`src/rtl/dvi_pixel_packer_if.sv`:
```
// Bundle between the DVI source / pixel FIFO (master) and the pixel packer (slave).
interface dvi_pixel_packer_if;
    logic        capture_en;
    logic        de;
    logic        vsync;
    logic [7:0]  pix_r;
    logic [7:0]  pix_g;
    logic [7:0]  pix_b;
    logic        wrfull;
    logic        wrclk;
    logic        wrreq;
    logic [43:0] data;
    logic        frame_start;
    logic [7:0]  frame_cnt;
    logic [15:0] drop_cnt;
    logic        overflow;

    modport master (
        output capture_en, de, vsync, pix_r, pix_g, pix_b, wrfull,
        input  wrclk, wrreq, data, frame_start, frame_cnt, drop_cnt, overflow
    );

    modport slave (
        input  capture_en, de, vsync, pix_r, pix_g, pix_b, wrfull,
        output wrclk, wrreq, data, frame_start, frame_cnt, drop_cnt, overflow
    );
endinterface

```
`src/rtl/dvi_pixel_packer.sv`:
```
// Packs visible DVI pixels into {x, y, r, g, b} FIFO words, frame-locked on VSYNC,
// dropping (and counting) pixels while the FIFO reports full.
module dvi_pixel_packer #(
    parameter int   H_ACTIVE = 640,
    parameter int   V_ACTIVE = 480,
    parameter logic VS_POL   = 1'b0
) (
    input logic               clk_25_i,
    input logic               rst_i,
    dvi_pixel_packer_if.slave bus
);

    localparam logic [9:0] H_LIM = 10'(H_ACTIVE);
    localparam logic [9:0] V_LIM = 10'(V_ACTIVE);

    typedef enum logic [0:0] {
        S_SYNC  = 1'b0,
        S_FRAME = 1'b1
    } state_e;

    function automatic logic [9:0] sat_inc10(input logic [9:0] v);
        return (v == 10'h3FF) ? v : v + 10'd1;
    endfunction

    function automatic logic [15:0] sat_inc16(input logic [15:0] v);
        return (v == 16'hFFFF) ? v : v + 16'd1;
    endfunction

    logic        de_q, de_prev_q, vsync_q, vs_act_prev_q, cap_q;
    logic [7:0]  pix_r_q, pix_g_q, pix_b_q;
    state_e      state_q, state_d;
    logic [9:0]  x_q, x_d, y_q, y_d;
    logic        frame_start_q, frame_start_d;
    logic [7:0]  frame_cnt_q, frame_cnt_d;
    logic        wrreq_q, wrreq_d;
    logic [43:0] data_q, data_d;
    logic [15:0] drop_cnt_q, drop_cnt_d;
    logic        overflow_q, overflow_d;
    logic        vs_act_s, vs_edge_s, de_fall_s, pix_valid_s;

    assign vs_act_s  = (vsync_q == VS_POL);
    assign vs_edge_s = vs_act_s & ~vs_act_prev_q;
    assign de_fall_s = de_prev_q & ~de_q;

    // Input register stage plus the delayed copies used for edge detection
    always_ff @(posedge clk_25_i or posedge rst_i) begin
        if (rst_i) begin
            de_q          <= 1'b0;
            de_prev_q     <= 1'b0;
            vsync_q       <= ~VS_POL;
            vs_act_prev_q <= 1'b0;
            cap_q         <= 1'b0;
            pix_r_q       <= 8'd0;
            pix_g_q       <= 8'd0;
            pix_b_q       <= 8'd0;
        end else begin
            de_q          <= bus.de;
            de_prev_q     <= de_q;
            vsync_q       <= bus.vsync;
            vs_act_prev_q <= vs_act_s;
            cap_q         <= bus.capture_en;
            pix_r_q       <= bus.pix_r;
            pix_g_q       <= bus.pix_g;
            pix_b_q       <= bus.pix_b;
        end
    end

    // Frame/coordinate state and registered outputs
    always_ff @(posedge clk_25_i or posedge rst_i) begin
        if (rst_i) begin
            state_q       <= S_SYNC;
            x_q           <= 10'd0;
            y_q           <= 10'd0;
            frame_start_q <= 1'b0;
            frame_cnt_q   <= 8'd0;
            wrreq_q       <= 1'b0;
            data_q        <= 44'd0;
            drop_cnt_q    <= 16'd0;
            overflow_q    <= 1'b0;
        end else begin
            state_q       <= state_d;
            x_q           <= x_d;
            y_q           <= y_d;
            frame_start_q <= frame_start_d;
            frame_cnt_q   <= frame_cnt_d;
            wrreq_q       <= wrreq_d;
            data_q        <= data_d;
            drop_cnt_q    <= drop_cnt_d;
            overflow_q    <= overflow_d;
        end
    end

    // Next-state logic; a VSYNC edge overrides any pixel or line end in the same cycle
    always_comb begin
        state_d       = state_q;
        x_d           = x_q;
        y_d           = y_q;
        frame_start_d = 1'b0;
        frame_cnt_d   = frame_cnt_q;
        pix_valid_s   = 1'b0;
        case (state_q)
            S_SYNC: begin
                if (vs_edge_s && cap_q) begin
                    state_d       = S_FRAME;
                    x_d           = 10'd0;
                    y_d           = 10'd0;
                    frame_start_d = 1'b1;
                    frame_cnt_d   = frame_cnt_q + 8'd1;
                end else begin
                    state_d = S_SYNC;
                end
            end
            S_FRAME: begin
                if (vs_edge_s) begin
                    if (cap_q) begin
                        x_d           = 10'd0;
                        y_d           = 10'd0;
                        frame_start_d = 1'b1;
                        frame_cnt_d   = frame_cnt_q + 8'd1;
                    end else begin
                        state_d = S_SYNC;
                    end
                end else begin
                    pix_valid_s = de_q && (x_q < H_LIM) && (y_q < V_LIM) && !vs_act_s;
                    if (de_q) begin
                        x_d = sat_inc10(x_q);
                    end else if (de_fall_s) begin
                        x_d = 10'd0;
                        y_d = sat_inc10(y_q);
                    end else begin
                        x_d = x_q;
                    end
                end
            end
            default: begin
                state_d = S_SYNC;
            end
        endcase
    end

    // Output stage: write or drop the current visible pixel using pre-increment x/y
    always_comb begin
        wrreq_d    = pix_valid_s & ~bus.wrfull;
        data_d     = data_q;
        drop_cnt_d = drop_cnt_q;
        overflow_d = overflow_q;
        if (wrreq_d) begin
            data_d = {x_q, y_q, pix_r_q, pix_g_q, pix_b_q};
        end else begin
            data_d = data_q;
        end
        if (pix_valid_s && bus.wrfull) begin
            drop_cnt_d = sat_inc16(drop_cnt_q);
            overflow_d = 1'b1;
        end else begin
            drop_cnt_d = drop_cnt_q;
        end
    end

    assign bus.wrclk       = clk_25_i;
    assign bus.wrreq       = wrreq_q;
    assign bus.data        = data_q;
    assign bus.frame_start = frame_start_q;
    assign bus.frame_cnt   = frame_cnt_q;
    assign bus.drop_cnt    = drop_cnt_q;
    assign bus.overflow    = overflow_q;

endmodule

```
`src/flat_wrapper.sv`:
```
// flat-port wrapper written by rule: the top's interface ports become plain ports
module dvi_pixel_packer_flat 
#(
    parameter int   H_ACTIVE = 640,
    parameter int   V_ACTIVE = 480,
    parameter logic VS_POL   = 1'b0
)
  (clk_25_i, rst_i, bus_capture_en, bus_de, bus_vsync, bus_pix_r, bus_pix_g, bus_pix_b, bus_wrfull, bus_wrclk, bus_wrreq, bus_data, bus_frame_start, bus_frame_cnt, bus_drop_cnt, bus_overflow);
  dvi_pixel_packer_if bus_i ();
  input logic clk_25_i;
  input logic rst_i;
  input wire logic [$bits(bus_i.capture_en)-1:0] bus_capture_en;
  input wire logic [$bits(bus_i.de)-1:0] bus_de;
  input wire logic [$bits(bus_i.vsync)-1:0] bus_vsync;
  input wire logic [$bits(bus_i.pix_r)-1:0] bus_pix_r;
  input wire logic [$bits(bus_i.pix_g)-1:0] bus_pix_g;
  input wire logic [$bits(bus_i.pix_b)-1:0] bus_pix_b;
  input wire logic [$bits(bus_i.wrfull)-1:0] bus_wrfull;
  output wire logic [$bits(bus_i.wrclk)-1:0] bus_wrclk;
  output wire logic [$bits(bus_i.wrreq)-1:0] bus_wrreq;
  output wire logic [$bits(bus_i.data)-1:0] bus_data;
  output wire logic [$bits(bus_i.frame_start)-1:0] bus_frame_start;
  output wire logic [$bits(bus_i.frame_cnt)-1:0] bus_frame_cnt;
  output wire logic [$bits(bus_i.drop_cnt)-1:0] bus_drop_cnt;
  output wire logic [$bits(bus_i.overflow)-1:0] bus_overflow;
  assign bus_i.capture_en = bus_capture_en;
  assign bus_i.de = bus_de;
  assign bus_i.vsync = bus_vsync;
  assign bus_i.pix_r = bus_pix_r;
  assign bus_i.pix_g = bus_pix_g;
  assign bus_i.pix_b = bus_pix_b;
  assign bus_i.wrfull = bus_wrfull;
  assign bus_wrclk = bus_i.wrclk;
  assign bus_wrreq = bus_i.wrreq;
  assign bus_data = bus_i.data;
  assign bus_frame_start = bus_i.frame_start;
  assign bus_frame_cnt = bus_i.frame_cnt;
  assign bus_drop_cnt = bus_i.drop_cnt;
  assign bus_overflow = bus_i.overflow;
  dvi_pixel_packer #(.H_ACTIVE(H_ACTIVE), .V_ACTIVE(V_ACTIVE), .VS_POL(VS_POL)) u_core (.clk_25_i(clk_25_i), .rst_i(rst_i), .bus(bus_i));
endmodule
```
`config.mk`:
```
export PLATFORM = sky130hd
export DESIGN_NAME = dvi_pixel_packer_flat
export DESIGN_NICKNAME = d
export VERILOG_FILES = /design/src/rtl/dvi_pixel_packer_if.sv /design/src/rtl/dvi_pixel_packer.sv /design/src/flat_wrapper.sv
export SDC_FILE = /design/constraint.sdc
export NUM_CORES = 1
export LEC_CHECK = 0
export CAP_MARGIN = 20
export CORE_MARGIN = 5
export CORE_UTILIZATION = 48
export CTS_BUF_LIST = sky130_fd_sc_hd__clkbuf_4 sky130_fd_sc_hd__clkbuf_8
export DETAILED_ROUTE_END_ITERATION = 8
export GPL_TIMING_DRIVEN = 0
export PLACE_DENSITY = 0.79
export SLEW_MARGIN = 5
export SYNTH_ARGS = -nofsm -noshare
export SYNTH_HDL_FRONTEND = slang
export SYNTH_SLANG_ARGS = --single-unit
```
`constraint.sdc`:
```
create_clock -name clk_25_i -period 4.3 [get_ports clk_25_i]
set_input_delay 0.86 -clock clk_25_i [delete_from_list [all_inputs] [get_ports clk_25_i]]
set_output_delay 0.86 -clock clk_25_i [all_outputs]
set_load 0.1 [all_outputs]
```
==> summary.md, run 1 <==
| Metric | Value |
|---|---|
| Power share of the clock group | 28.8% |
| DP Area | 6130 um^2 |
| VDD IR max | 541 uV |
| Worst Hold Path Cells | 1 |
| Total Power | 0.00413 W |
| R2r setup slk | 2000 ps |
| Crit. End Element | output port |
| Site Rows | 37 |
| EDFF count, synth | 0 |
| Fraction of layout cells with a size suffix above 1 | between 20 and 25% |
| Hold Path Sink | u_core.bus.data[22] |
| Setup ws final | 368 ps |
| Required @ worst endpoint | 3440 ps |
| Post-synthesis instance total | 374 |
| Internal | about 0.0023 W |
| Final RePlAce weighted congestion | 0.918 |
| Wire per inst | roughly 16 um |
| # Max-Cap Violations | 0 |
| Setup TNS Final | 0 ps |
| Placed Cells | ~600 |
| Total global-route track usage | 17.2% |
| Final wirelength | 10100 um |
| HP Start | u_core.pix_r_q[6] |
| Mapped cell area | 4920 um^2 |
| Die height | 111 um |
| Hold Vio Cnt, Final | 0 |
| Fill cells | 762 |
| Critical path startpoint category | clock port |
| RR Startpoint | u_core.vsync_q |
| R2R cell count | 6 |
| Seq/Total Area, Yosys | 61.6% |
| Die Wd | 111 um |
| Slew at the pin closest to its max-slew limit | 1060 ps |
| Unrepaired setup endpoints after global routing | false |
| PortBufs | 101 |
| Synthesis-stage register bit count | 121 |
| Commonest non-fill, non-tap cells in the layout | dfrtp_1, clkdlybuf4s50_1, mux2_2 |
| Setup Viol. Count Final | 0 |
| Final instance area | ~6600 um^2 |
| Most used DFF post-synth | dfrtp_1 |
| Clock Latency Late Sink | 520 ps |
| Final routed DRC violation total | 0 |
| Pre-CTS setup slack | between 200 and 250 ps |
| # IOs | 102 |
| Worst-path clk slew | around 60 ps |
| Gate power share | between 30% and 40% |
| Post-CTS setup buffer count | 0 |
| Cell variety after synth | 47 |
| Most common cell after layout, fill and taps aside | dfrtp_1 |
| Via density | 5.36 |
| Worst R2R End | u_core.bus.drop_cnt[15] |
| Full die area | 12400 um^2 |
| Nets | 532 |
| Pwr dens | 627 nW/um^2 |
| Largest net degree at the start of global routing | 86 |
| CP Data Arrival Time | 3070 ps |
| Mean post-synth cell area | roughly 13 um^2 |
| Layout Area Growth over Synthesis | 33.6% |
| CTS tree | done |
| Switching Fraction | 43.3% |
| Sequential share of power | 34.4% |
| Detail Placement HPWL | 7130 um |
| Initial Util | 48.5% |
| Switching power | 0.00179 W |
| Vias in the first global route | 3621 |
| First-pass GRT wire length | 17200 um |
| Initial DRC count | 246 |
| Drt pass-1 iters | 4 |
| Yosys warnings | 0 |
| GRT Residual Overflow | 0 |
| Inserted Diodes | 0 |
| Start point of the critical path | clk_25_i |
| Relative slew slack | 28.5% |
| Initial antenna violation count | 0 |
| Vias | approximately 3500 |
| Final Skew | 7.90 ps |
| Pleak | 2.82 nW |
| Core Area | between 10000 and 15000 um^2 |
| Critical path class | clock port to output port |
| Outcome | complete, no violations |
| Worst min path class | flop to flop |
| Layout Cells excl Fill | ~650 |
| Worst Path Max Fanout | 2 |
| Share of flip-flops with an asynchronous set or reset | 100% |
| Detail Route Antenna Nets | 0 |
| Slew Limit Fails | 0 |
| Post-Syn Nets | 408 |
worst max-delay path, cell delays in order:
cell and delay (ps):
clkbuf_8 110, clkbuf_8 120, buf_4 110, dlygate4sd2_1 580
Yosys cell counts (3+ instances only):
master / count / area [um^2]
a21oi_1: 10 / 50.1
a22o_1: 3 / 26.3
inv_1: 7 / 26.3
xor2_1: 14 / 123
a31oi_1: 5 / 31.3
nor3_2: 9 / 90.1
o31ai_1: 9 / 67.6
xnor2_1: 8 / 70.1
nand3_1: 19 / 95.1
nor4_1: 6 / 37.5
ha_1: 4 / 50.1
dfrtp_1: 120 / 3000
nor2_1: 8 / 30.0
and4_1: 5 / 43.8
o21ai_0: 10 / 50.1
mux2_1: 3 / 33.8
o21a_1: 3 / 22.5
nor3_1: 3 / 15.0
buf_2: 6 / 30.0
nand4_1: 20 / 125
mux2_2: 43 / 484
nand2_1: 19 / 71.3
clkbuf_1: 5 / 18.8
and3_1: 3 / 18.8
cell families after synthesis:
family,after synthesis,synth area share [%]
DFF,121,61.6
and+or+nand+nor,109,14.0
AOI/OAI and AO/OA,51,6.84
muxes,46,10.5
xor gates and xnor gates,22,3.92
buffers and inverters,21,2.14
adders and majority gates,4,1.02
metrics by stage:
step / hold slack [ps] / util [%]
after floorplan: 439 / -
after global placement: 447 / 60.2
after detailed placement: 452 / 60.5
after CTS: 472 / 64.9
after global routing: 495 / 64.9
final: 468 / 64.9
state kept, by name (all words and copies together), names as in the netlist, named ones only:
name                    flops
u_core.bus.frame_cnt        8
u_core.bus.overflow         1
u_core.x_q                 10
u_core.bus.frame_start      1
u_core.de_prev_q            1
u_core.vsync_q              1
u_core.pix_b_q              8
u_core.pix_r_q              8
u_core.bus.drop_cnt        16
u_core.cap_q                1
u_core.de_q                 1
u_core.bus.data            44
u_core.y_q                 10
u_core.pix_g_q              8
u_core.bus.wrreq            1
u_core.vs_act_prev_q        1
worst max-delay path by stage:
stage,slack [ps],endpoint,cells after the start
after detailed placement,240,bus_wrclk,2
final,370,bus_wrclk,4
after global placement,-1230,u_core.bus.data[25],2
after floorplan,230,asynchronous set/reset pin,1
after global routing,350,bus_wrclk,4
after CTS,360,bus_wrclk,4
area by class of cell:
| class | count | area [um^2] | area share [%] |
|---|---|---|---|
| plain buffers | 14 | 78.8 | 1.20 |
| clock buffers | 25 | 327 | 4.97 |
| clock inverters | 9 | 124 | 1.88 |
| flip-flops and latches | 121 | 3030 | 46.1 |
| repair buffers | 101 | 1030 | 15.6 |
| multi-input cells | 232 | 1790 | 27.2 |
| inverters | 7 | 31.3 | 0.476 |
| well taps | 136 | 170 | 2.59 |
power by group through the flow:
stage	sequential, W	clock, W	combinational (W)
6_report	0.00142	0.00119	0.00152
5_1_grt	0.00144	0.00128	0.00157
4_1_cts	0.00142	0.00122	0.00153
3_5_place_dp	0.00144	0.000104	0.00153
3_3_place_gp	0.00143	0.000104	0.00151
2_1_floorplan	0.00236	0.0000878	0.000221
repair_timing:
item | CTS | global route
gates resized for setup | 1 | 0
hold buffers | 0 | 0
setup endpoints to repair | 1 | 0
layer usage:
| metal | wire, um | global-route usage, % | part of all wire (%) | vias to the layer above |
|---|---|---|---|---|
| met5 | 0 | 0 | 0 | - |
| met4 | 76 | 5.84 | 0.75 | 0 |
| met3 | 1020 | 9.06 | 10 | 8 |
| met2 | 4710 | 25.9 | 47 | 137 |
| met1 | 4320 | 21.4 | 43 | 1693 |
| li1 | - | - | - | 1620 |
Power figures use the tool's default switching activity.
==> run 2: changes to the inputs <==
--- a/config.mk
+++ b/config.mk
@@ -7,4 +7,5 @@
 export LEC_CHECK = 0
 export CAP_MARGIN = 20
+export CORE_ASPECT_RATIO = 0.9
 export CORE_MARGIN = 5
 export CORE_UTILIZATION = 48
==> constraint.sdc (replaced) <==
create_clock -name clk_25_i -period 4.3 [get_ports clk_25_i]
set_input_delay 0.43 -clock clk_25_i [delete_from_list [all_inputs] [get_ports clk_25_i]]
set_output_delay 0.43 -clock clk_25_i [all_outputs]
set_load 0.1 [all_outputs]
==> run 2 against run 1 <==
Global-route usage rose by 0.61 points. First-iteration DRC count up 8.1%. Clock-buffer cell count is 1 higher. Cell count shrank 0.78%. Largest cell class unchanged.
==> summary.md, run 2 (synthesis results as in run 1) <==
| Metric | Value |
|---|---|
| Critical path startpoint category | clock port |
| First-pass GRT wire length | 17000 um |
| Initial Util | 48.6% |
| PortBufs | 101 |
| Via density | 5.42 |
| Pleak | between 2 and 3 nW |
| Pwr dens | 636 nW/um^2 |
| Start point of the critical path | clk_25_i |
| DP Area | 6130 um^2 |
| Core Area | slightly above 10000 um^2 |
| RR Startpoint | u_core.vsync_q |
| # IOs | 102 |
| Final instance area | 6600 um^2 |
| Largest net degree at the start of global routing | a little under 100 |
| Vias | 3469 |
| Most common cell after layout, fill and taps aside | dfrtp_1 |
| Final RePlAce weighted congestion | between 0.8 and 0.9 |
| Clock Latency Late Sink | 530 ps |
| Wire per inst | 16.1 um |
| Hold_buf cts | 0 |
| Worst Path Max Fanout | 2 |
| Worst-path clk slew | 70 ps |
| Initial DRC count | 266 |
| Drt pass-1 iters | 5 |
| R2r setup slk | 2020 ps |
| Outcome | complete, no violations |
| Crit. End Element | output port |
| Setup Viol. Count Final | 0 |
| GRT Residual Overflow | 0 |
| Unrepaired setup endpoints after global routing | false |
| Largest register FFs | 44 |
| Layout Area Growth over Synthesis | 34.1% |
| Required @ worst endpoint | roughly 3900 ps |
| Slew at the pin closest to its max-slew limit | 1030 ps |
| Commonest non-fill, non-tap cells in the layout | dfrtp_1, clkdlybuf4s50_1, mux2_2 |
| CTS tree | done |
| Final Skew | ~11 ps |
| Placed Cells | roughly 600 |
| Total global-route track usage | about 18% |
| Slew Limit Fails | 0 |
| Worst R2R End | u_core.bus.drop_cnt[15] |
| Detail Placement HPWL | ~7000 um |
| Layout Cells excl Fill | 640 |
| R2R cell count | 6 |
| Die height | ~110 um |
| Critical path class | clock port to output port |
| Post-CTS setup buffer count | 0 |
| # Max-Cap Violations | 0 |
| Nets | 532 |
| Full die area | roughly 12000 um^2 |
| Worst min path class | primary input to asynchronous set/reset pin |
| Fraction of layout cells with a size suffix above 1 | 20.9% |
| Final routed DRC violation total | 0 |
| Vias in the first global route | around 3500 |
| End point of the critical path | bus_wrclk |
| Final wirelength | 10300 um |
| Hold Vio Cnt, Final | 0 |
| Post-CTS Resized | 0 |
| Relative slew slack | between 30% and 40% |
| VDD IR max | 654 uV |
| Initial antenna violation count | 0 |
| Detail Route Antenna Nets | 0 |
| Inserted Diodes | 0 |
| Die Wd | ~120 um |
| Total Power | 0.00420 W |
| CP Data Arrival Time | 3450 ps |
| Site Rows | 35 |
run 2: changes by cell type in the layout (fill, tap and decap cells not counted), sizes merged:
cell	delta
clkinvlp	+4
clkinv	-3
clkbuf	+1
clkdlybuf4s50	+1
dlygate4sd2	-1
run 2: report_power, final:
group          leakage [nW]  switching (W)  internal (W)
clock network         0.238       0.000537      0.000719
registers              1.53       0.000129       0.00129
logic                  1.05        0.00116      0.000362
run 2: critical path, cell delays in order:
cell	delay (ps)
clkbuf_8	110
clkbuf_8	120
buf_4	110
clkdlybuf4s50_1	960
run 2: layer usage:
layer / share of wire [%] / GRT usage, %
met5: 0 / 0
met4: 1.6 / 8.35
met3: 9.3 / 8.20
met2: 45 / 25.8
met1: 44 / 22.7
run 2: layout make-up:
class	instances	area, um^2
Inverter	7	31.3
Multi-Input combinational cell	232	1790
Tap cell	129	161
Clock inverter	10	143
Clock buffer	26	342
Sequential cell	121	3030
Fill cell	782	3520
Timing Repair Buffer	101	1030
Buffer	14	78.8
run 2: worst min-delay path by stage:
| stage | cells after the start | startpoint | endpoint | slack [ps] |
|---|---|---|---|---|
| floorplan | 0 | bus_vsync | u_core.vsync_q | 430 |
| global placement | 1 | u_core.pix_r_q[6] | u_core.bus.data[22] | 450 |
| detailed placement | 1 | u_core.pix_r_q[6] | u_core.bus.data[22] | 460 |
| CTS | 2 | rst_i | u_core.bus.wrreq | 200 |
| global route | 2 | rst_i | u_core.pix_g_q[3] | 210 |
| finish | 2 | rst_i | u_core.pix_g_q[3] | 220 |
run 2: metrics by stage:
step                      util (%)  setup slack, ps  TNS (ps)  hold slack, ps
final                         65.2              416         0             219
after CTS                     65.2              403         0             205
after global placement        60.2             -827    -98650             445
after global routing          65.2              396         0             209
after floorplan                  -              657         0             434
after detailed placement      60.6              667         0             457
==> run 3: changes to the inputs <==
Settings changed: ABC_AREA set to 1, PLACE_DENSITY 0.79 to 0.78.
==> run 3 against run 2 <==
Global-route usage rose by 1.2 points. Clock-buffer cell count fell by 4. Cell count rose by 30%. Synthesized cell count rose by 52%. Clock skew fell by 1.4 ps. Die area rose by 3.0%. Sequential cell count did not move. Largest cell class unchanged.
==> summary.md, run 3 <==
| Metric | Value |
|---|---|
| Hold_buf cts | 0 |
| CP top delay family | buffers and inverters |
| Mapped cell area | 5080 um^2 |
| Setup Viol. Count Final | 0 |
| Via density | 4.88 |
| GRT Residual Overflow | 0 |
| Crit. End Element | output port |
| Layout Cells excl Fill | 834 |
| Largest register FFs | 44 |
| Total global-route track usage | 19.0% |
| Vias | just over 4000 |
| Full die area | 12800 um^2 |
| Post-Syn Nets | 602 |
| Slew at the pin closest to its max-slew limit | about 1000 ps |
| Wire per inst | 13.5 um |
| Site Rows | 35 |
| Slew Limit Fails | 0 |
| Count leader, synth | nand2_1 |
| Placed Cells | 799 |
| Yosys warnings | 0 |
| Nets | 726 |
| Fill cells | 840 |
| Post-synth top area share | 59.1% |
| Core Area | 10300 um^2 |
| Synthesis-stage register bit count | approximately 120 |
| Die Wd | 118 um |
| Critical path startpoint category | clock port |
| Worst-path clk slew | 80 ps |
| Final wirelength | 11300 um |
| Share of flip-flops with an asynchronous set or reset | 100% |
| Fin Hold WS | 210 ps |
| Layout Area Growth over Synthesis | 31.6% |
| Initial Util | 49.4% |
| CP Data Arrival Time | roughly 3500 ps |
| Worst Path Max Fanout | 2 |
| Synth cell count leaders | nand2_1, dfrtp_1, nor2_1, inv_1, o21ai_0 |
| Post-CTS setup buffer count | 0 |
| Highest cell delay on the worst timing path | ~960 ps |
| Detail Placement HPWL | 7990 um |
| Largest net degree at the start of global routing | 99 |
| Seq/Total Area, Yosys | 59.6% |
| Outcome | complete, no violations |
| Final instance area | 6690 um^2 |
| Critical path class | clock port to output port |
| Final core utilization | 65.0% |
| Most used DFF post-synth | dfrtp_1 |
| Vias in the first global route | 4038 |
| Die height | 108 um |
| Relative slew slack | 32.6% |
| Yosys top cell by area | dfrtp_1 |
| EDFF count, synth | 0 |
| # Max-Cap Violations | 0 |
| # IOs | about 100 |
| Worst-path cell chain | clkbuf_8 > clkbuf_8 > buf_4 > clkdlybuf4s50_1 |
| Bufs and invs on worst path | 4 |
| Worst min path class | primary input to asynchronous set/reset pin |
| Synth area leaders | dfrtp_1, nand2_1, nor2_1, inv_1, o21ai_0 |
| Detail Route Antenna Nets | 0 |
| Inserted Diodes | 0 |
| Final routed DRC violation total | 0 |
| Drt pass-1 iters | 6 |
| Commonest non-fill, non-tap cells in the layout | nand2_1, dfrtp_1, clkdlybuf4s50_1 |
| Cell variety after synth | 28 |
| Final RePlAce weighted congestion | ~0.91 |
| Most common cell after layout, fill and taps aside | nand2_1 |
| Required @ worst endpoint | 3870 ps |
| Unrepaired setup endpoints after global routing | false |
| Most frequent cell on the critical path | clkbuf_8 |
| Post-synthesis instance total | about 570 |
| Mean post-synth cell area | about 9 um^2 |
| Hold Vio Cnt, Final | 0 |
| Final Skew | 9.87 ps |
| PortBufs | 101 |
| DP Area | 6290 um^2 |
| Initial DRC count | 299 |
| Fraction of layout cells with a size suffix above 1 | 9.65% |
| VDD IR max | 458 uV |
| Post-CTS Resized | 0 |
| Pleak | 3.16 nW |
| CTS tree | done |
| Total Power | 0.00373 W |
| Initial antenna violation count | 0 |
| Clock Latency Late Sink | 540 ps |
| First-pass GRT wire length | 19300 um |
| Slowest stage cell, crit path | clkdlybuf4s50_1 |
| Pwr dens | 558 nW/um^2 |
run 3: cell types whose count changed in the layout (fill, tap and decap cells not counted), moves of 5 or more:
| cell | previous run | this run |
|---|---|---|
| nand4_1 | 20 | 9 |
| nor2_1 | 8 | 37 |
| o21ai_0 | 10 | 27 |
| and4_1 | 5 | 0 |
| nand2_2 | 0 | 5 |
| inv_1 | 6 | 35 |
| a31oi_1 | 5 | 0 |
| nand2_1 | 19 | 247 |
| nor3_2 | 9 | 0 |
| nor4_1 | 6 | 0 |
| mux2_2 | 43 | 0 |
| o31ai_1 | 9 | 1 |
| a21oi_1 | 10 | 2 |
run 3: worst paths after layout:
kind / to / slack [ps] / depth (start not counted) / startpoint
setup / recovery: bus_wrclk / 420 / 4 / clk_25_i
hold / removal: u_core.bus.frame_cnt[6] / 210 / 2 / rst_i
setup reg to reg: u_core.bus.drop_cnt[4] / 2520 / 8 / u_core.bus.drop_cnt[0]
hold reg to reg: u_core.bus.data[4] / 440 / 2 / u_core.pix_b_q[4]
max in group asynchronous: u_core.x_q[9] / 3360 / 3 / rst_i
min in group clk_25_i: u_core.vsync_q / 300 / 1 / bus_vsync
run 3: per-layer routing:
layer / vias up / track usage (%) / wire (um)
met3: 19 / 7.20 / 626
met1: 1914 / 23.8 / 5070
li1: 2031 / - / -
met2: 105 / 29.9 / 5400
met4: 0 / 7.85 / 193
met5: - / 0 / 0
run 3: final cells by class:
class                      instances  area, um^2  area share (%)
inverter                          38         148            2.21
timing repair buffer             101        1030            15.4
tap                              129         161            2.41
sequential                       121        3030            45.3
clock inverter                    14         120            1.79
buffer                            12        97.6            1.46
clock buffer                      22         293            4.37
multi-input combinational        397        1820            27.1
run 3: logic make-up after synthesis:
group | after synthesis | share of synthesized area [%]
buffers and inverters | 50 | 4.72
and+or+nand+nor | 340 | 27.9
DFF | 121 | 59.6
AOI/OAI and AO/OA | 32 | 3.20
adders and majority gates | 4 | 0.984
xor gates and xnor gates | 21 | 3.62
run 3: report_power, final:
part           internal (W)  total, W  switching [W]  leakage [nW]
logic              0.000282   0.00127       0.000990          1.39
registers           0.00127   0.00137       0.000105          1.57
clock network      0.000503   0.00109       0.000584         0.202
total               0.00205   0.00373        0.00168          3.16
run 3: stage by stage:
step	TNS (ps)	setup slack, ps
floorplan	0	657
global placement	-113110	-951
detailed placement	0	667
CTS	0	404
global route	0	391
finish	0	416
